### src/rtl/store_serializer_pkg.sv
// Shared encodings for the store path: size codes, FSM states, alignment helpers.
package store_serializer_pkg;

  localparam int unsigned DATA_W = 32;
  localparam int unsigned BYTE_W = 8;
  localparam int unsigned IDX_W  = 2;

  // Size encodings shared with the load-extension logic
  localparam logic [1:0] SZ_BYTE = 2'b00;
  localparam logic [1:0] SZ_HALF = 2'b01;
  localparam logic [1:0] SZ_WORD = 2'b10;

  typedef enum logic [0:0] {
    IDLE = 1'b0,
    BUSY = 1'b1
  } state_t;

  // True when the size is legal and the low address bits fit its alignment
  function automatic logic req_ok(input logic [1:0] size, input logic [1:0] addr_lo);
    case (size)
      SZ_BYTE: req_ok = 1'b1;
      SZ_HALF: req_ok = (addr_lo[0] == 1'b0);
      SZ_WORD: req_ok = (addr_lo == 2'b00);
      default: req_ok = 1'b0;
    endcase
  endfunction

  // Index of the final byte for a legal size
  function automatic logic [IDX_W-1:0] size_last(input logic [1:0] size);
    case (size)
      SZ_HALF: size_last = 2'd1;
      SZ_WORD: size_last = 2'd3;
      default: size_last = 2'd0;
    endcase
  endfunction

  // Drop bits above the stored width
  function automatic logic [DATA_W-1:0] size_trunc(input logic [1:0] size,
                                                   input logic [DATA_W-1:0] data);
    case (size)
      SZ_HALF: size_trunc = {16'h0000, data[15:0]};
      SZ_WORD: size_trunc = data;
      default: size_trunc = {24'h000000, data[7:0]};
    endcase
  endfunction

endpackage

### src/rtl/store_serializer_if.sv
// Request port plus byte-wide memory port of the store serializer.
interface store_serializer_if #(
  parameter int unsigned ADDR_W = 32
);
  import store_serializer_pkg::*;

  logic              req_valid;
  logic              req_ready;
  logic [ADDR_W-1:0] req_addr;
  logic [DATA_W-1:0] req_data;
  logic [1:0]        req_size;
  logic              mem_we;
  logic [ADDR_W-1:0] mem_addr;
  logic [BYTE_W-1:0] mem_wdata;
  logic              mem_ack;
  logic              done;
  logic              err;

  modport master (
    output req_valid, req_addr, req_data, req_size, mem_ack,
    input  req_ready, mem_we, mem_addr, mem_wdata, done, err
  );

  modport slave (
    input  req_valid, req_addr, req_data, req_size, mem_ack,
    output req_ready, mem_we, mem_addr, mem_wdata, done, err
  );

endinterface

### src/rtl/store_serializer_lane_sel.sv
// Picks the byte lane of the latched store data for the current byte index.
module store_lane_sel
  import store_serializer_pkg::*;
#(
  parameter bit BIG_ENDIAN = 1'b0
) (
  input  logic [IDX_W-1:0]  idx,
  input  logic [IDX_W-1:0]  last,
  input  logic [DATA_W-1:0] data,
  output logic [BYTE_W-1:0] byte_c
);

  logic [IDX_W-1:0] lane_c;

  // Big-endian walks from the most significant stored byte downward
  always_comb begin
    lane_c = idx;
    if (BIG_ENDIAN) lane_c = IDX_W'(last - idx);
    byte_c = BYTE_W'(data >> {lane_c, 3'b000});
  end

endmodule

### src/rtl/store_serializer.sv
// Narrowing store unit: truncates a register value and writes it one byte per memory handshake.
module store_serializer
  import store_serializer_pkg::*;
#(
  parameter int unsigned ADDR_W     = 32,
  parameter bit          BIG_ENDIAN = 1'b0
) (
  input logic              clk,
  input logic              reset,
  store_serializer_if.slave bus
);

  state_t            state_q, state_d;
  logic [IDX_W-1:0]  idx_q, idx_d;
  logic [IDX_W-1:0]  last_q, last_d;
  logic [ADDR_W-1:0] base_q, base_d;
  logic [DATA_W-1:0] data_q, data_d;
  logic              done_q, done_d;
  logic              err_q, err_d;
  logic [BYTE_W-1:0] lane_byte_c;

  // State and datapath registers
  always_ff @(posedge clk) begin
    if (reset) begin
      state_q <= IDLE;
      idx_q   <= '0;
      last_q  <= '0;
      base_q  <= '0;
      data_q  <= '0;
      done_q  <= 1'b0;
      err_q   <= 1'b0;
    end else begin
      state_q <= state_d;
      idx_q   <= idx_d;
      last_q  <= last_d;
      base_q  <= base_d;
      data_q  <= data_d;
      done_q  <= done_d;
      err_q   <= err_d;
    end
  end

  // Accept/reject in IDLE, step through bytes on each ack in BUSY
  always_comb begin
    state_d = state_q;
    idx_d   = idx_q;
    last_d  = last_q;
    base_d  = base_q;
    data_d  = data_q;
    done_d  = 1'b0;
    err_d   = 1'b0;
    case (state_q)
      IDLE: begin
        if (bus.req_valid) begin
          if (req_ok(bus.req_size, bus.req_addr[1:0])) begin
            base_d  = bus.req_addr;
            data_d  = size_trunc(bus.req_size, bus.req_data);
            last_d  = size_last(bus.req_size);
            idx_d   = '0;
            state_d = BUSY;
          end else begin
            err_d = 1'b1;
          end
        end
      end
      BUSY: begin
        if (bus.mem_ack) begin
          if (idx_q == last_q) begin
            state_d = IDLE;
            done_d  = 1'b1;
          end else begin
            idx_d = IDX_W'(idx_q + 2'd1);
          end
        end
      end
      default: state_d = IDLE;
    endcase
  end

  store_lane_sel #(
    .BIG_ENDIAN(BIG_ENDIAN)
  ) u_lane_sel (
    .idx   (idx_q),
    .last  (last_q),
    .data  (data_q),
    .byte_c(lane_byte_c)
  );

  // Outputs decode registered state only; no path from ack or request inputs
  assign bus.req_ready = (state_q == IDLE);
  assign bus.mem_we    = (state_q == BUSY);
  assign bus.mem_addr  = base_q + ADDR_W'(idx_q);
  assign bus.mem_wdata = lane_byte_c;
  assign bus.done      = done_q;
  assign bus.err       = err_q;

endmodule

### src/flat_wrapper.sv
// flat-port wrapper written by rule: the top's interface ports become plain ports
module store_serializer_flat import store_serializer_pkg::*;
#(
  parameter int unsigned ADDR_W     = 32,
  parameter bit          BIG_ENDIAN = 1'b0
)
  (clk, reset, bus_req_valid, bus_req_addr, bus_req_data, bus_req_size, bus_mem_ack, bus_req_ready, bus_mem_we, bus_mem_addr, bus_mem_wdata, bus_done, bus_err);
  store_serializer_if #(.ADDR_W(ADDR_W)) bus_i ();
  input logic clk;
  input logic reset;
  input wire logic [$bits(bus_i.req_valid)-1:0] bus_req_valid;
  input wire logic [$bits(bus_i.req_addr)-1:0] bus_req_addr;
  input wire logic [$bits(bus_i.req_data)-1:0] bus_req_data;
  input wire logic [$bits(bus_i.req_size)-1:0] bus_req_size;
  input wire logic [$bits(bus_i.mem_ack)-1:0] bus_mem_ack;
  output wire logic [$bits(bus_i.req_ready)-1:0] bus_req_ready;
  output wire logic [$bits(bus_i.mem_we)-1:0] bus_mem_we;
  output wire logic [$bits(bus_i.mem_addr)-1:0] bus_mem_addr;
  output wire logic [$bits(bus_i.mem_wdata)-1:0] bus_mem_wdata;
  output wire logic [$bits(bus_i.done)-1:0] bus_done;
  output wire logic [$bits(bus_i.err)-1:0] bus_err;
  assign bus_i.req_valid = bus_req_valid;
  assign bus_i.req_addr = bus_req_addr;
  assign bus_i.req_data = bus_req_data;
  assign bus_i.req_size = bus_req_size;
  assign bus_i.mem_ack = bus_mem_ack;
  assign bus_req_ready = bus_i.req_ready;
  assign bus_mem_we = bus_i.mem_we;
  assign bus_mem_addr = bus_i.mem_addr;
  assign bus_mem_wdata = bus_i.mem_wdata;
  assign bus_done = bus_i.done;
  assign bus_err = bus_i.err;
  store_serializer #(.ADDR_W(ADDR_W), .BIG_ENDIAN(BIG_ENDIAN)) u_core (.clk(clk), .reset(reset), .bus(bus_i));
endmodule
### config.mk
export PLATFORM = sky130hd
export DESIGN_NAME = store_serializer_flat
export DESIGN_NICKNAME = d
export VERILOG_FILES = /design/src/rtl/store_serializer_pkg.sv /design/src/rtl/store_serializer_if.sv /design/src/rtl/store_serializer_lane_sel.sv /design/src/rtl/store_serializer.sv /design/src/flat_wrapper.sv
export SDC_FILE = /design/constraint.sdc
export NUM_CORES = 1
export LEC_CHECK = 0
export CAP_MARGIN = 30
export CORE_MARGIN = 2
export CORE_UTILIZATION = 49
export DETAILED_ROUTE_END_ITERATION = 12
export PLACE_DENSITY_LB_ADDON = 0.3
export SLEW_MARGIN = 20
export SYNTH_ARGS = -nofsm -noshare
export SYNTH_HDL_FRONTEND = slang
export SYNTH_SLANG_ARGS = --single-unit
### constraint.sdc
create_clock -name clk -period 4.35 [get_ports clk]
set_input_delay 0.435 -clock clk [delete_from_list [all_inputs] [get_ports clk]]
set_output_delay 0.435 -clock clk [all_outputs]
set_load 0.01 [all_outputs]
=== Yosys cells after proc, flatten, opt, wreduce, memory -nomap -nowiden ===
Index checks and enable logic that the tools add are counted.

* Register bits: 71
* Bits in latches: 0
* Memory bits (writable): 0
* ROM bits: 0
* Output and inout bits: 44
* Word-level logic and storage cells: 44
* Memories: 0

* Add/sub/neg operators: 2
* Multiply operators: 0
* Divide/modulo/power cells: 0
* Order comparisons: 0
* Equality and inequality tests: 7
* Shift-type cells: 1
* Mux-type cells: 17
* Bitwise operators: 4
* Reductions and logical operators: 6

{| class="wikitable"
|+ Operators with widths
! operator !! count
|-
| $pmux W32 S2 || 1
|-
| $add A32 B2 Y32 || 1
|-
| $shr A32 B5 Y8 || 1
|-
| $mux W1 || 8
|-
| $mux W2 || 4
|-
| $pmux W2 S2 || 2
|-
| $ne A2 B2 Y1 const B || 3
|-
| $reduce_or A3 Y1 || 2
|-
| $logic_not A2 Y1 || 2
|-
| $not A1 Y1 || 4
|-
| $reduce_and A4 Y1 || 1
|-
| $pmux W1 S3 || 1
|-
| $reduce_and A3 Y1 || 1
|-
| $add A2 B1 Y2 const B || 1
|-
| $eq A2 B1 Y1 const B || 1
|-
| $eq A2 B2 Y1 || 1
|-
| $eq A2 B2 Y1 const B || 1
|-
| $ne A2 B1 Y1 const B || 1
|-
| $pmux W1 S2 || 1
|}

=== Longest topological paths before layout ===
Gate-level depths: netlist of run 1.

* Depth in word-level cells: 7
* Mapped depth: 10
* Gate-level depth less buffers: 7

=== Modules after synthesis ===
A second synthesis of run 1 with hierarchy kept.

* Cell total of the unflattened synthesis: 433
* Area total of the unflattened synthesis: 3,497.1 µm²

{| class="wikitable"
|+ By module, submodules not included
! module !! times used !! cells each !! area an instance (µm²)
|-
| store_serializer || 1 || 423 || 3,300.7
|-
| store_lane_sel || 1 || 10 || 196.4
|}

=== Least setup slack after synthesis of run 1 ===
Ideal clock, no wire load.

* Path type: register to output
* From: reg u_core.idx_q[0]
* To: out bus_mem_addr[24]
* Arrival time: 1.839 ns
* Data required time: 3.915 ns
* Slack: 2.076 ns
* Cell stages (with the launch flop): 9
* Buffers on the path: 1
* Path through: dfxtp_1 -> ha_1 -> fa_1 -> and3_1 -> and3_1 -> clkbuf_1 -> nand4_1 -> nor2_1 -> xor2_1

* Cells in the longest elaborated chain, start to end: 1

{| class="wikitable"
|+ Ends and longest elaborated chain
! element !! line !! text
|-
| start, declared || store_serializer.sv:14 || <nowiki>logic [IDX_W-1:0] idx_q, idx_d;</nowiki>
|-
| start signal, assigned || store_serializer.sv:34 || <nowiki>idx_q <= idx_d;</nowiki>
|-
| $add A32 B2 Y32 || store_serializer.sv:92 || <nowiki>assign bus.mem_addr = base_q + ADDR_W'(idx_q);</nowiki>
|-
| end, declared || flat_wrapper.sv:18 || <nowiki>output wire logic [$bits(bus_i.mem_addr)-1:0] bus_mem_addr;</nowiki>
|}

No other way between the ends.

=== Worst setup path after layout of run 1 ===
* From: reg u_core.idx_q[1]
* To: out bus_mem_addr[28]

Same word-level chain as after synthesis.

==> results.json, run 1 <==
{
  "critPathArrivalTime_ns": 3.10,
  "synth_edf_count": 0,
  "fmax_mhz": 283,
  "die_area_mm2": 0.00760,
  "tns_ns": 0,
  "ctsLongestPathBuffers": 2,
  "cts_sinks": 71,
  "via_per_inst": 5.40,
  "async_flop_share": 0,
  "power_switching_mw": 0.371,
  "syn2layout_area_growth_pct": 41.5,
  "swShare": 0.250,
  "cap_violations": 0,
  "power_frac_comb": 0.134,
  "cts.repair_timing.setup_buffer_count": 0,
  "clkTransAtPathRegs_ns": 0.09,
  "p_leak_nw": 1.71,
  "hold_buffers": 0,
  "die_width_um": 87.2,
  "criticalPathCategory": "flop to output port",
  "clk_latency_ns": 0.34,
  "min_path_type": "flop to flop",
  "drt_pre_antenna_iters": 4,
  "power_frac_seq": 0.464,
  "rsz0062_at_grt": "false",
  "die_h_um": 87.2,
  "htree_levels": 3,
  "tightest_slew_ns": 0.777,
  "max_slew_margin": 0.480,
  "fin_skew_ns": 0.00889,
  "rows": 30,
  "yosysUniqueCellTypes": 32,
  "dp.cells": 578,
  "grt_pass1_vias": 3071,
  "hold_viol_final": 0,
  "hpwl_um": 6400,
  "synthCells": 406,
  "routed_wl_um": 8680,
  "crit_slowest_cell": "dfxtp_1",
  "antennaDiodeCount": 0,
  "path_cells": "fa_1, and3_1, nand3_1, nor3_2, nand3_1, xnor2_1, clkdlybuf4s50_1",
  "grt_max_degree": 41,
  "p_per_area_mw_per_mm2": 310,
  "overflow": 0,
  "synth_seq_cells": 71,
  "drt_iter0_drc": 97,
  "status": "complete, no violations",
  "ant_nets": 0,
  "clock_tree.root_cell": "clkbuf_8",
  "drc": 0,
  "tritoncts": "done",
  "start_util": 0.502,
  "cts_buffers": 9,
  "period_share": 0.813,
  "ys_warn_count": 0,
  "endpoint_kind": "output port",
  "grt_pass1_wl_um": 14000,
  "final_cell_count_no_fill": 594,
  "port_buffers": 113,
  "grt_antenna_before_repair": 0,
  "ir_worst_vdd_uv": 255,
  "post_drt_wl_per_cell_um": 14.6,
  "pin_count": 114,
  "ctsResizeCount": 0,
  "worst_slack_ns": 0.815,
  "period_minus_slack_ns": 3.53,
  "drive_gt1_frac": 0.0759,
  "syn-mean-instance-area_um2": 8.35,
  "syn_nets": 484,
  "slew_violations": 0,
  "post-place-ws_ns": 1.17,
  "syn_area_mm2": 0.00339,
  "p_int_mw": 1.12,
  "cpPeakStageDelay_ns": 0.73,
  "clkPwrFrac": 0.401,
  "crit_top_cell": "nand3_1",
  "nNetsFinal": 587,
  "globalplace.congestion": 0.854,
  "synthFlopType": "dfxtp_1",
  "start_kind": "flop",
  "worstPathRequired_ns": 3.91,
  "core_area_mm2": 0.00676,
  "crit_fanout": 12,
  "vias": 3209,
  "setup_viol": 0,
  "seq_area_frac_synth": 0.419,
  "grtUsageTotal": 0.234
}
[layer usage]
metal,track usage,part of all wire
met4,0.0699,0.013
met2,0.396,0.50
met3,0.0569,0.058
met5,0,0
met1,0.296,0.43
[power by group through the flow]
stage	combinational, mW	sequential [mW]	clock, mW
after floorplan	0.0843	0.700	0
after global placement	0.195	0.704	0
after global routing	0.216	0.693	0.638
final	0.199	0.690	0.597
after detailed placement	0.200	0.705	0
after CTS	0.201	0.690	0.609
[state kept, by name, indices dropped and copies added, names as in the netlist]
register	cells
u_core.base_q	32
u_core.data_q	32
u_core.idx_q	2
u_core.last_q	2
u_core.bus.done	1
u_core.bus.err	1
u_core.bus.mem_we	1
[placed cells by master (no fill, tap or decap), types with 2 or more instances in the layout]
master           Yosys  layout
nor2_1              13      13
dfxtp_1             71      71
clkinv_4             0       4
clkdlybuf4s50_1      0     112
nand4_1             10      10
nand2b_1             2       2
bufinv_16            0       2
xnor2_1             25      25
nor3_1               3       3
inv_1                6       6
nand2_1            107     107
and4_1               2       2
buf_4                0       4
xor2_1               8       8
a22o_1               8       8
clkbuf_8             0       9
and3_1               6       6
a21oi_1             59      59
nor4b_4              2       2
nand3_1             31      31
ha_1                 7       7
mux4_2               8       8
[stage by stage]
step                power, mW  cell area, um^2   util  hold WS, ns
floorplan               0.785             3390      -        0.429
global placement        0.899             4550  0.673        0.436
detailed placement      0.905             4570  0.676        0.441
CTS                      1.50             4800  0.710        0.453
global route             1.55             4800  0.710        0.465
finish                   1.49             4800  0.710        0.451
[layout make-up]
class                      instances  area (um^2)
multi-input combinational        303         1850
fill                             544         1960
inverter                           6         22.5
clock buffer                       9          124
tap                               80          100
clock inverter                     7          106
timing repair buffer             118         1180
sequential                        71         1420
[final timing paths]
path	slack, ns	depth (start not counted)	from	endpoint
setup / recovery	0.82	7	u_core.idx_q[1]$_SDFFE_PP0P_	bus_mem_addr[28]
setup reg to reg	2.05	5	u_core.bus.mem_we$_SDFF_PP0_	u_core.data_q[11]$_SDFFE_PP0P_
hold / removal	0.45	2	u_core.data_q[29]$_SDFFE_PP0P_	u_core.data_q[29]$_SDFFE_PP0P_
hold reg to reg	0.45	2	u_core.data_q[29]$_SDFFE_PP0P_	u_core.data_q[29]$_SDFFE_PP0P_
[synthesized netlist by cell type (2+ instances only)]
master    instances  area share
xnor2_1          25       0.065
nor2_1           13       0.014
mux4_2            8       0.053
and3_1            6       0.011
and4_1            2      0.0052
buf_2             8       0.012
nor3_1            3      0.0044
xor2_1            8       0.021
ha_1              7       0.026
dfxtp_1          71        0.42
nand4_1          10       0.018
nor4b_4           2       0.014
a21oi_1          59       0.087
inv_1             6      0.0066
nand2_1         107        0.12
a22o_1            8       0.021
nand3_1          31       0.046
clkbuf_1         17       0.019
nand2b_1          2      0.0037
[cells by family (layout without fill, tap and decap cells)]
group                      after synthesis  in the layout  share of synthesized area
buffers and inverters                   32            140                     0.0384
adders and majority gates                8              8                     0.0317
DFF                                     71             71                      0.419
muxes                                    8              8                     0.0532
AOI/OAI and AO/OA                       73             73                      0.121
xor gates and xnor gates                33             33                     0.0853
and+or+nand+nor                        181            181                      0.251
[critical path, delay by kind of cell (launching register included)]
family | cells | cell delay, ns
flip-flops | 1 | 0.73
buffers and inverters | 1 | 0.55
AND/OR/NAND/NOR | 4 | 1.00
XOR/XNOR | 1 | 0.18
adder cells (fa/ha/maj) | 1 | 0.32
Power figures use the tool's default switching activity.
==> run 2, diff against run 1 <==
--- a/config.mk
+++ b/config.mk
@@ -7,7 +7,7 @@
 export LEC_CHECK = 0
 export CAP_MARGIN = 30
 export CORE_MARGIN = 2
-export CORE_UTILIZATION = 49
+export CORE_UTILIZATION = 46
 export DETAILED_ROUTE_END_ITERATION = 12
 export PLACE_DENSITY_LB_ADDON = 0.3
 export SLEW_MARGIN = 20
==> constraint.sdc (replaced) <==
create_clock -name clk -period 3.5 [get_ports clk]
set_input_delay 0.35 -clock clk [delete_from_list [all_inputs] [get_ports clk]]
set_output_delay 0.35 -clock clk [all_outputs]
set_load 0.01 [all_outputs]
==> run 2 against run 1 <==
- critical endpoint is now bus_mem_addr[30]
- sequential cell count unchanged
- cell count increased by 3.5%
- sequential share of layout area decreased by 0.31 points
- power increased by 27%
- first-iteration DRC count increased by 81%
- hold slack improved by 0.0021 ns
- non-clock buffer count increased by 3
- routed wire length increased by 4.3%
==> results.json, run 2 (synthesis results as in run 1) <==
{
  "ir_worst_vdd_uv": 237,
  "core_area_mm2": 0.00718,
  "clock_tree.root_cell": "clkbuf_8",
  "drt_iter0_drc": 176,
  "slew_violations": 0,
  "port_buffers": 113,
  "fin_skew_ns": 0.00472,
  "cpPeakStageDelay_ns": 0.55,
  "p_leak_nw": 1.72,
  "rows": 31,
  "grt_pass1_wl_um": 14900,
  "hold_viol_final": 0,
  "pin_count": 114,
  "ant_nets": 0,
  "status": "complete, no violations",
  "r2r_cells": 5,
  "period_share": 0.912,
  "final_cell_mix": "clkdlybuf4s50_1, nand2_1, dfxtp_1",
  "post-place-ws_ns": 0.692,
  "post_drt_wl_per_cell_um": 14.7,
  "crit_slowest_cell": "clkdlybuf4s50_1",
  "p_per_area_mw_per_mm2": 389,
  "drive_gt1_frac": 0.0795,
  "r2r-start": "u_core.bus.mem_we$_SDFF_PP0_",
  "htree_levels": 3,
  "criticalPathCategory": "flop to output port",
  "holdPathStages": 2,
  "grt_pass1_vias": 3242,
  "finalInstanceArea_mm2": 0.00485,
  "holdWs_ns": 0.453,
  "ctsLongestPathBuffers": 2,
  "via_per_inst": 5.35,
  "drc": 0,
  "endpoint_kind": "output port",
  "hold_start": "u_core.data_q[24]$_SDFFE_PP0P_",
  "tightest_slew_ns": 0.634,
  "nNetsFinal": 590,
  "rsz0062_at_grt": "false",
  "start_util": 0.472,
  "final_cell_count_no_fill": 615,
  "overflow": 0,
  "hold_buffers": 0,
  "syn2layout_area_growth_pct": 43.0,
  "crit_top_cell": "nand3_1",
  "die_width_um": 89.8,
  "ctsResizeCount": 0,
  "top_regs": "u_core.base_q (32), u_core.data_q (32)",
  "max_slew_margin": 0.578,
  "crit_fanout": 6,
  "drt_pre_antenna_iters": 4,
  "cts_sinks": 71,
  "dp.cells": 600,
  "cap_violations": 0,
  "critPathArrivalTime_ns": 2.84,
  "clk_latency_ns": 0.35,
  "power_mw": 1.89,
  "fmax_mhz": 313,
  "antennaDiodeCount": 0,
  "final_util": 0.676,
  "start_kind": "flop",
  "tritoncts": "done",
  "die_h_um": 89.8,
  "r2r_end": "u_core.data_q[8]$_SDFFE_PP0P_",
  "setup_viol": 0,
  "grt_max_degree": 35,
  "hpwl_um": 6610,
  "grtUsageTotal": 0.227,
  "die_area_mm2": 0.00807,
  "vias": 3293,
  "grt_antenna_before_repair": 0,
  "min_path_type": "flop to flop",
  "cts.repair_timing.setup_buffer_count": 0,
  "routed_wl_um": 9050,
  "worst_slack_ns": 0.308,
  "clkTransAtPathRegs_ns": 0.08,
  "worstPathRequired_ns": 3.15,
  "path_cells": "ha_1, fa_1, and3_1, nand3_1, nor3_2, nand3_1, xnor2_1, clkdlybuf4s50_1",
  "final_common_cell": "clkdlybuf4s50_1",
  "r2r_slack_ns": 1.56,
  "tns_ns": 0,
  "cts_buffers": 9,
  "globalplace.congestion": 0.844,
  "period_minus_slack_ns": 3.19,
  "place_area_mm2": 0.00461,
  "min_to": "u_core.data_q[24]$_SDFFE_PP0P_"
}
## run 2: final cells by class
type | count | area, um^2
Clock buffer | 9 | 124
Clock inverter | 6 | 110
Fill cell | 571 | 2330
Inverter | 6 | 22.5
Multi-Input combinational cell | 303 | 1850
Sequential cell | 71 | 1420
Tap cell | 99 | 124
Timing Repair Buffer | 121 | 1200
## run 2: worst max path at each step
stage,from,depth (start not counted),end
after floorplan,u_core.idx_q[0]$_SDFFE_PP0P_,8,bus_mem_addr[24]
after global placement,u_core.base_q[0]$_SDFFE_PP0P_,8,bus_mem_addr[30]
after detailed placement,u_core.base_q[0]$_SDFFE_PP0P_,8,bus_mem_addr[30]
after CTS,u_core.base_q[0]$_SDFFE_PP0P_,8,bus_mem_addr[30]
after global routing,u_core.base_q[0]$_SDFFE_PP0P_,8,bus_mem_addr[22]
final,u_core.base_q[0]$_SDFFE_PP0P_,8,bus_mem_addr[30]
## run 2: metal layers
layer  routed length (um)  vias up  GRT usage
met4                  195        0      0.103
met1                 3680     1557      0.255
met3                  541       17     0.0553
met5                    0        -          0
met2                 4630      118      0.405
li1                     -     1601          -
## run 2: where the power goes
| part | internal [mW] | switching [mW] |
|---|---|---|
| Clock | 0.468 | 0.310 |
| Sequential | 0.833 | 0.0257 |
| Combinational | 0.144 | 0.106 |
| Total | 1.44 | 0.441 |
## run 2: critical path: cells and delay by family (launching register included)
kind	cells	cell delay, ns
XOR/XNOR	1	0.18
adder cells (fa/ha/maj)	2	0.42
buffers and inverters	1	0.55
flip-flops	1	0.34
AND/OR/NAND/NOR	4	1.00
